`config.mk`:
```
export PLATFORM = sky130hd
export DESIGN_NAME = spi_tx_ctrl
export DESIGN_NICKNAME = d
export VERILOG_FILES = /design/src/rtl/spi_tx_ctrl_pkg.sv /design/src/rtl/spi_tx_ctrl.sv
export SDC_FILE = /design/constraint.sdc
export NUM_CORES = 1
export LEC_CHECK = 0
export ABC_AREA = 1
export CAP_MARGIN = 5
export CORE_ASPECT_RATIO = 0.6
export CORE_MARGIN = 3
export CORE_UTILIZATION = 53
export DETAILED_ROUTE_END_ITERATION = 8
export HOLD_SLACK_MARGIN = 0.1
export PLACE_DENSITY = 0.8
export SLEW_MARGIN = 10
export SYNTH_ARGS = -nofsm -noshare
export SYNTH_HDL_FRONTEND = slang
export SYNTH_SLANG_ARGS = --single-unit
```
`constraint.sdc`:
```
create_clock -name clk -period 2.4 [get_ports clk]
set_clock_uncertainty 0.05 [all_clocks]
set_input_delay 0.48 -clock clk [delete_from_list [all_inputs] [get_ports clk]]
set_output_delay 0.48 -clock clk [all_outputs]
set_load 0.05 [all_outputs]
```
`src/rtl/spi_tx_ctrl_pkg.sv`:
```
// Shared SPI definitions: frame geometry, FSM state encoding and divider helper.
package spi_tx_ctrl_pkg;

   localparam int unsigned FRAME_BITS = 16;
   localparam int unsigned EDGE_COUNT = 2 * FRAME_BITS;
   localparam int unsigned DIV_W      = 10;
   localparam int unsigned EDGE_W     = 6;

   typedef enum logic [1:0] {
      StIdle,
      StSetup,
      StShift,
      StHold
   } state_e;

   // A zero half-period would never let the counter expire cleanly; treat it as 1.
   function automatic logic [DIV_W-1:0] eff_div(input logic [DIV_W-1:0] d);
      logic [DIV_W-1:0] one;
      one = {{(DIV_W-1){1'b0}}, 1'b1};
      return (d == '0) ? one : d;
   endfunction

endpackage

```
`src/rtl/spi_tx_ctrl.sv`:
```
// SPI mode-0 frame controller: shifts one 16-bit word out on MOSI while capturing MISO.
// Timing comes from an external half-period counter driven through cnt_en/cnt_clr.
module spi_tx_ctrl
   import spi_tx_ctrl_pkg::*;
(
   input  logic                  clk,
   input  logic                  rst,
   input  logic                  start,
   input  logic [FRAME_BITS-1:0] tx_data,
   input  logic [DIV_W-1:0]      div,
   input  logic [DIV_W-1:0]      cuenta,
   input  logic                  miso,
   output logic                  cnt_en,
   output logic                  cnt_clr,
   output logic                  sclk,
   output logic                  mosi,
   output logic                  cs_n,
   output logic                  busy,
   output logic                  done,
   output logic [FRAME_BITS-1:0] rx_data
);

   state_e                state_q, state_d;
   logic [FRAME_BITS-1:0] tx_sr_q, tx_sr_d;
   logic [FRAME_BITS-1:0] rx_sr_q, rx_sr_d;
   logic [FRAME_BITS-1:0] rx_word_q, rx_word_d;
   logic [DIV_W-1:0]      div_q, div_d;
   logic [EDGE_W-1:0]     edge_q, edge_d;
   logic                  sclk_q, sclk_d;
   logic                  active;
   logic                  tick;
   logic                  last_edge;

   assign active    = (state_q != StIdle);
   assign tick      = active && (cuenta >= div_q);
   assign last_edge = (edge_q == EDGE_W'(EDGE_COUNT - 1));

   // State and datapath registers with synchronous reset.
   always_ff @(posedge clk) begin
      if (rst) begin
         state_q   <= StIdle;
         tx_sr_q   <= '0;
         rx_sr_q   <= '0;
         rx_word_q <= '0;
         div_q     <= '0;
         edge_q    <= '0;
         sclk_q    <= 1'b0;
      end else begin
         state_q   <= state_d;
         tx_sr_q   <= tx_sr_d;
         rx_sr_q   <= rx_sr_d;
         rx_word_q <= rx_word_d;
         div_q     <= div_d;
         edge_q    <= edge_d;
         sclk_q    <= sclk_d;
      end
   end

   // Next-state logic, shift-register updates and decoded outputs.
   always_comb begin
      state_d   = state_q;
      tx_sr_d   = tx_sr_q;
      rx_sr_d   = rx_sr_q;
      rx_word_d = rx_word_q;
      div_d     = div_q;
      edge_d    = edge_q;
      sclk_d    = sclk_q;
      done      = 1'b0;

      unique case (state_q)
         StIdle: begin
            if (start) begin
               state_d = StSetup;
               tx_sr_d = tx_data;
               rx_sr_d = '0;
               div_d   = eff_div(div);
               edge_d  = '0;
               sclk_d  = 1'b0;
            end
         end
         StSetup: begin
            if (tick) begin
               state_d = StShift;
            end
         end
         StShift: begin
            if (tick) begin
               sclk_d = ~sclk_q;
               edge_d = edge_q + EDGE_W'(1);
               if (!sclk_q) begin
                  // Rising edge: sample the slave's bit.
                  rx_sr_d = {rx_sr_q[FRAME_BITS-2:0], miso};
               end else if (!last_edge) begin
                  // Falling edge: present the next bit; the final one stays on the line.
                  tx_sr_d = {tx_sr_q[FRAME_BITS-2:0], 1'b0};
               end
               if (last_edge) begin
                  state_d = StHold;
               end
            end
         end
         StHold: begin
            if (tick) begin
               state_d   = StIdle;
               done      = 1'b1;
               rx_word_d = rx_sr_q;
            end
         end
         default: begin
            state_d = StIdle;
         end
      endcase
   end

   // Counter stays cleared while idle so every frame starts from zero.
   assign cnt_en  = active;
   assign cnt_clr = !active || tick;
   assign busy    = active;
   assign cs_n    = !active;
   assign sclk    = sclk_q;
   assign mosi    = active ? tx_sr_q[FRAME_BITS-1] : 1'b0;
   // Present the fresh word during the done pulse; the register holds it afterwards.
   assign rx_data = done ? rx_sr_q : rx_word_q;

endmodule

```
==> results of run 1 <==
-- worst min-delay path, delay by kind of cell (launching register included) --
family / cells / cell delay [ns]
and+or+nand+nor: 1 / 0.06
AOI/OAI and AO/OA: 1 / 0.05
DFF: 1 / 0.31
-- flip-flops by register name (all words and copies together), names as in the netlist --
| name | cells |
|---|---|
| sclk | 1 |
| rx_sr_q | 16 |
| edge_q | 6 |
| state_q | 2 |
| rx_word_q | 16 |
| div_q | 10 |
| tx_sr_q | 16 |
-- routing by layer --
metal  share of wire [%]  vias to the layer above
met4                 3.3                        0
met2                  46                      196
met3                 9.0                       47
li1                    -                     1838
met1                  41                     1749
met5                   0                        -
-- final timing paths --
check	start	end	slack [ns]
setup / recovery	cuenta[7]	rx_data[2]	-0.43
hold / removal	tx_sr_q[9]	tx_sr_q[9]	0.41
setup reg to reg	state_q[0]	rx_sr_q[4]	0.26
hold reg to reg	tx_sr_q[9]	tx_sr_q[9]	0.41
-- synth_stat cells (3+ instances only) --
library cell	count	share of area [%]
clkbuf_1	11	1.2
ha_1	15	5.3
nand2_2	3	0.53
buf_1	4	0.42
buf_4	5	1.1
nand3_1	26	3.7
a21oi_1	31	4.4
nand2_1	159	17
inv_2	7	0.74
inv_1	91	9.6
o21ai_1	8	1.1
buf_2	6	0.85
nor2_1	58	6.1
nand4_1	19	3.3
o21ai_0	20	2.8
dfxtp_1	67	38
-- area by class of cell --
type                            instances  area share, %
Clock buffer                            9           2.37
Clock inverter                          7           1.75
Inverter                               99           7.25
Multi-Input combinational cell        353           40.1
Sequential cell                        67           25.9
Tap cell                               84           2.01
Timing Repair Buffer                   96           20.7
-- what timing repair did --
item                                    in CTS  in global routing
endpoints found under the setup margin      18                 18
cloned                                       3                  1
gates resized for setup                    112                 32
pin swaps                                   15                 17
setup buffers                                4                  4
-- stage by stage --
step	hold WS, ns	setup WS [ns]	util, %	area [um^2]	TNS, ns
4_1_cts	0.414	-0.355	80.2	5060	-4.94
2_1_floorplan	0.383	0.00119	-	3550	0
3_3_place_gp	0.394	-0.486	69.7	4390	-11.15
3_5_place_dp	0.402	-0.576	69.7	4390	-15.29
5_1_grt	0.448	-0.505	83.0	5230	-8.02
6_report	0.412	-0.426	83.0	5230	-6.52
-- kinds of logic after synthesis --
family                     synth area share (%)
buffers and inverters                      14.4
adders and majority gates                  5.29
xor gates and xnor gates                  0.247
DFF                                        37.8
and+or+nand+nor                            33.0
AOI/OAI and AO/OA                          9.27
-- power breakdown --
part / switching, W / total [W] / internal (W) / leakage, nW
Combinational: 0.00211 / 0.00327 / 0.00116 / 1.84
Clock: 0.000466 / 0.00105 / 0.000582 / 0.109
Sequential: 0.000299 / 0.00175 / 0.00145 / 0.552
Total: 0.00287 / 0.00607 / 0.00320 / 2.50
==> results.sh, run 1 <==
export IMPL_outcome="finished, violations left"
export IMPL_violations="setup timing"
export IMPL_grt_util_met1_pct=35.5
export IMPL_grtUsageTotal_pct=28.0
export IMPL_cts_path_max_buffers=2
export IMPL_grt_use_met3_pct=9.15
export IMPL_drive_gt1_share_pct=28.2
export IMPL_rows=22
export IMPL_critPathLaunchType="input pin"
export IMPL_coreArea_um2=6300
export IMPL_start_util_pct=56.3
export IMPL_cts_buffers=9
export IMPL_synth_cells=546
export IMPL_grt_pass1_vias=3641
export IMPL_use_met2_pct=44.5
export IMPL_layout_common_cells="138 x nand2_1, 66 x inv_1, 58 x dfxtp_1"
export IMPL_ir_worst_vdd_mv=1.18
export IMPL_synth_flop_cell="dfxtp_1"
export IMPL_wire_per_inst_um=15.8
export IMPL_viasPerCell=5.36
export IMPL_yosysWarnings=0
export IMPL_mostFrequentLayoutCell="nand2_1"
export IMPL_cts_sinks=67
export IMPL_drtAntennaViolNets=0
export IMPL_ctsHoldBuffers=0
export IMPL_leakagePower_nw=2.50
export IMPL_dieWidth_um=112
export IMPL_nets=681
export IMPL_hpwl_mm=6.25
export IMPL_cp_depth=11
export IMPL_clockRootBuffer="clkbuf_8"
export IMPL_ios=63
export IMPL_crit_fanout=8
export IMPL_worst_path_max_delay_cell="ha_4"
export IMPL_drt_pass1_iterations=6
export IMPL_vias=3830
export IMPL_rsz0062_at_grt="yes"
export IMPL_fmax_mhz=354
export IMPL_clk_pin_slew_ns=0.08
export IMPL_antenna_found_initial=0
export IMPL_avgSynthCellArea_um2=6.50
export IMPL_yosysUniqueCellTypes=29
export IMPL_dp_cells=689
export IMPL_path_cells="dlygate4sd2_1, ha_4, nand2_2, a21oi_2, nor2_2, nand3_4, nand3_4, buf_16, o21ai_4, inv_2, buf_12"
export IMPL_setup_ws_ns=-0.426
export IMPL_grt_pass1_wl_mm=17.4
export IMPL_layout_cells_non_filler=715
export IMPL_hold_path_class="flop to flop"
export IMPL_grt_max_degree=36
export IMPL_finalMaxSlewViolations=0
export IMPL_syn_area_um2=3550
export IMPL_slew_headroom_pct=48.0
export IMPL_holdPathStages=2
export IMPL_path_common_cell="nand3_4"
export IMPL_hold_violations=0
export IMPL_critical_path_top_delay_family="buffers and inverters"
export IMPL_grt_overflow_total=0
export IMPL_gp_congestion=0.802
export IMPL_cts_htree_levels=3
export IMPL_drc_errors=0
export IMPL_fillers=348
export IMPL_setup_viol=17
export IMPL_tightest_slew_ns=0.779
export IMPL_routed_wl_mm=11.3
export IMPL_antenna_cells=0
export IMPL_die_area_um2=7750
export IMPL_synth_nets=601
export IMPL_crit_arrival_ns=2.30
export IMPL_slowest_delay_ns=0.29
export IMPL_clk_latency_ns=0.37
export IMPL_cts_tree="done"
export IMPL_fin_crit_sh_pct=118
export IMPL_die_height_um=69.4
export IMPL_multi_input_area_um2=2100
export IMPL_max_cap_viol_count=0
export IMPL_p_per_area_nw_per_um2=1160
export IMPL_synth_seq_area_share_pct=37.8
export IMPL_crit_type="input pin to output port"
export IMPL_ff_latch_area_um2=1350
export IMPL_required_ns=1.87
export IMPL_r2r_cells=8
export IMPL_finalCriticalPeriod_ns=2.83
export IMPL_total_power_w=0.00607
export IMPL_synth_enable_flop_cells=0
export IMPL_async_flop_share_pct=0
export IMPL_area_growth_pct=47.3
export IMPL_cp_buffers_inverters=4
export IMPL_endpoint_kind="output port"
export IMPL_place_port_buffers=62
export IMPL_drt_iter0_drc=338
export IMPL_top_usage_layer="met2"
export IMPL_synth_seq_cells=67
No activity file was read; power rests on OpenSTA's default activity.
==> run 2, diff against run 1 <==
--- a/config.mk
+++ b/config.mk
@@ -13,7 +13,6 @@
 export DETAILED_ROUTE_END_ITERATION = 8
 export HOLD_SLACK_MARGIN = 0.1
 export PLACE_DENSITY = 0.8
-export SLEW_MARGIN = 10
 export SYNTH_ARGS = -nofsm -noshare
 export SYNTH_HDL_FRONTEND = slang
 export SYNTH_SLANG_ARGS = --single-unit
==> results of run 2 <==
No change in the layout: final DEF, timing and power equal those of run 1.
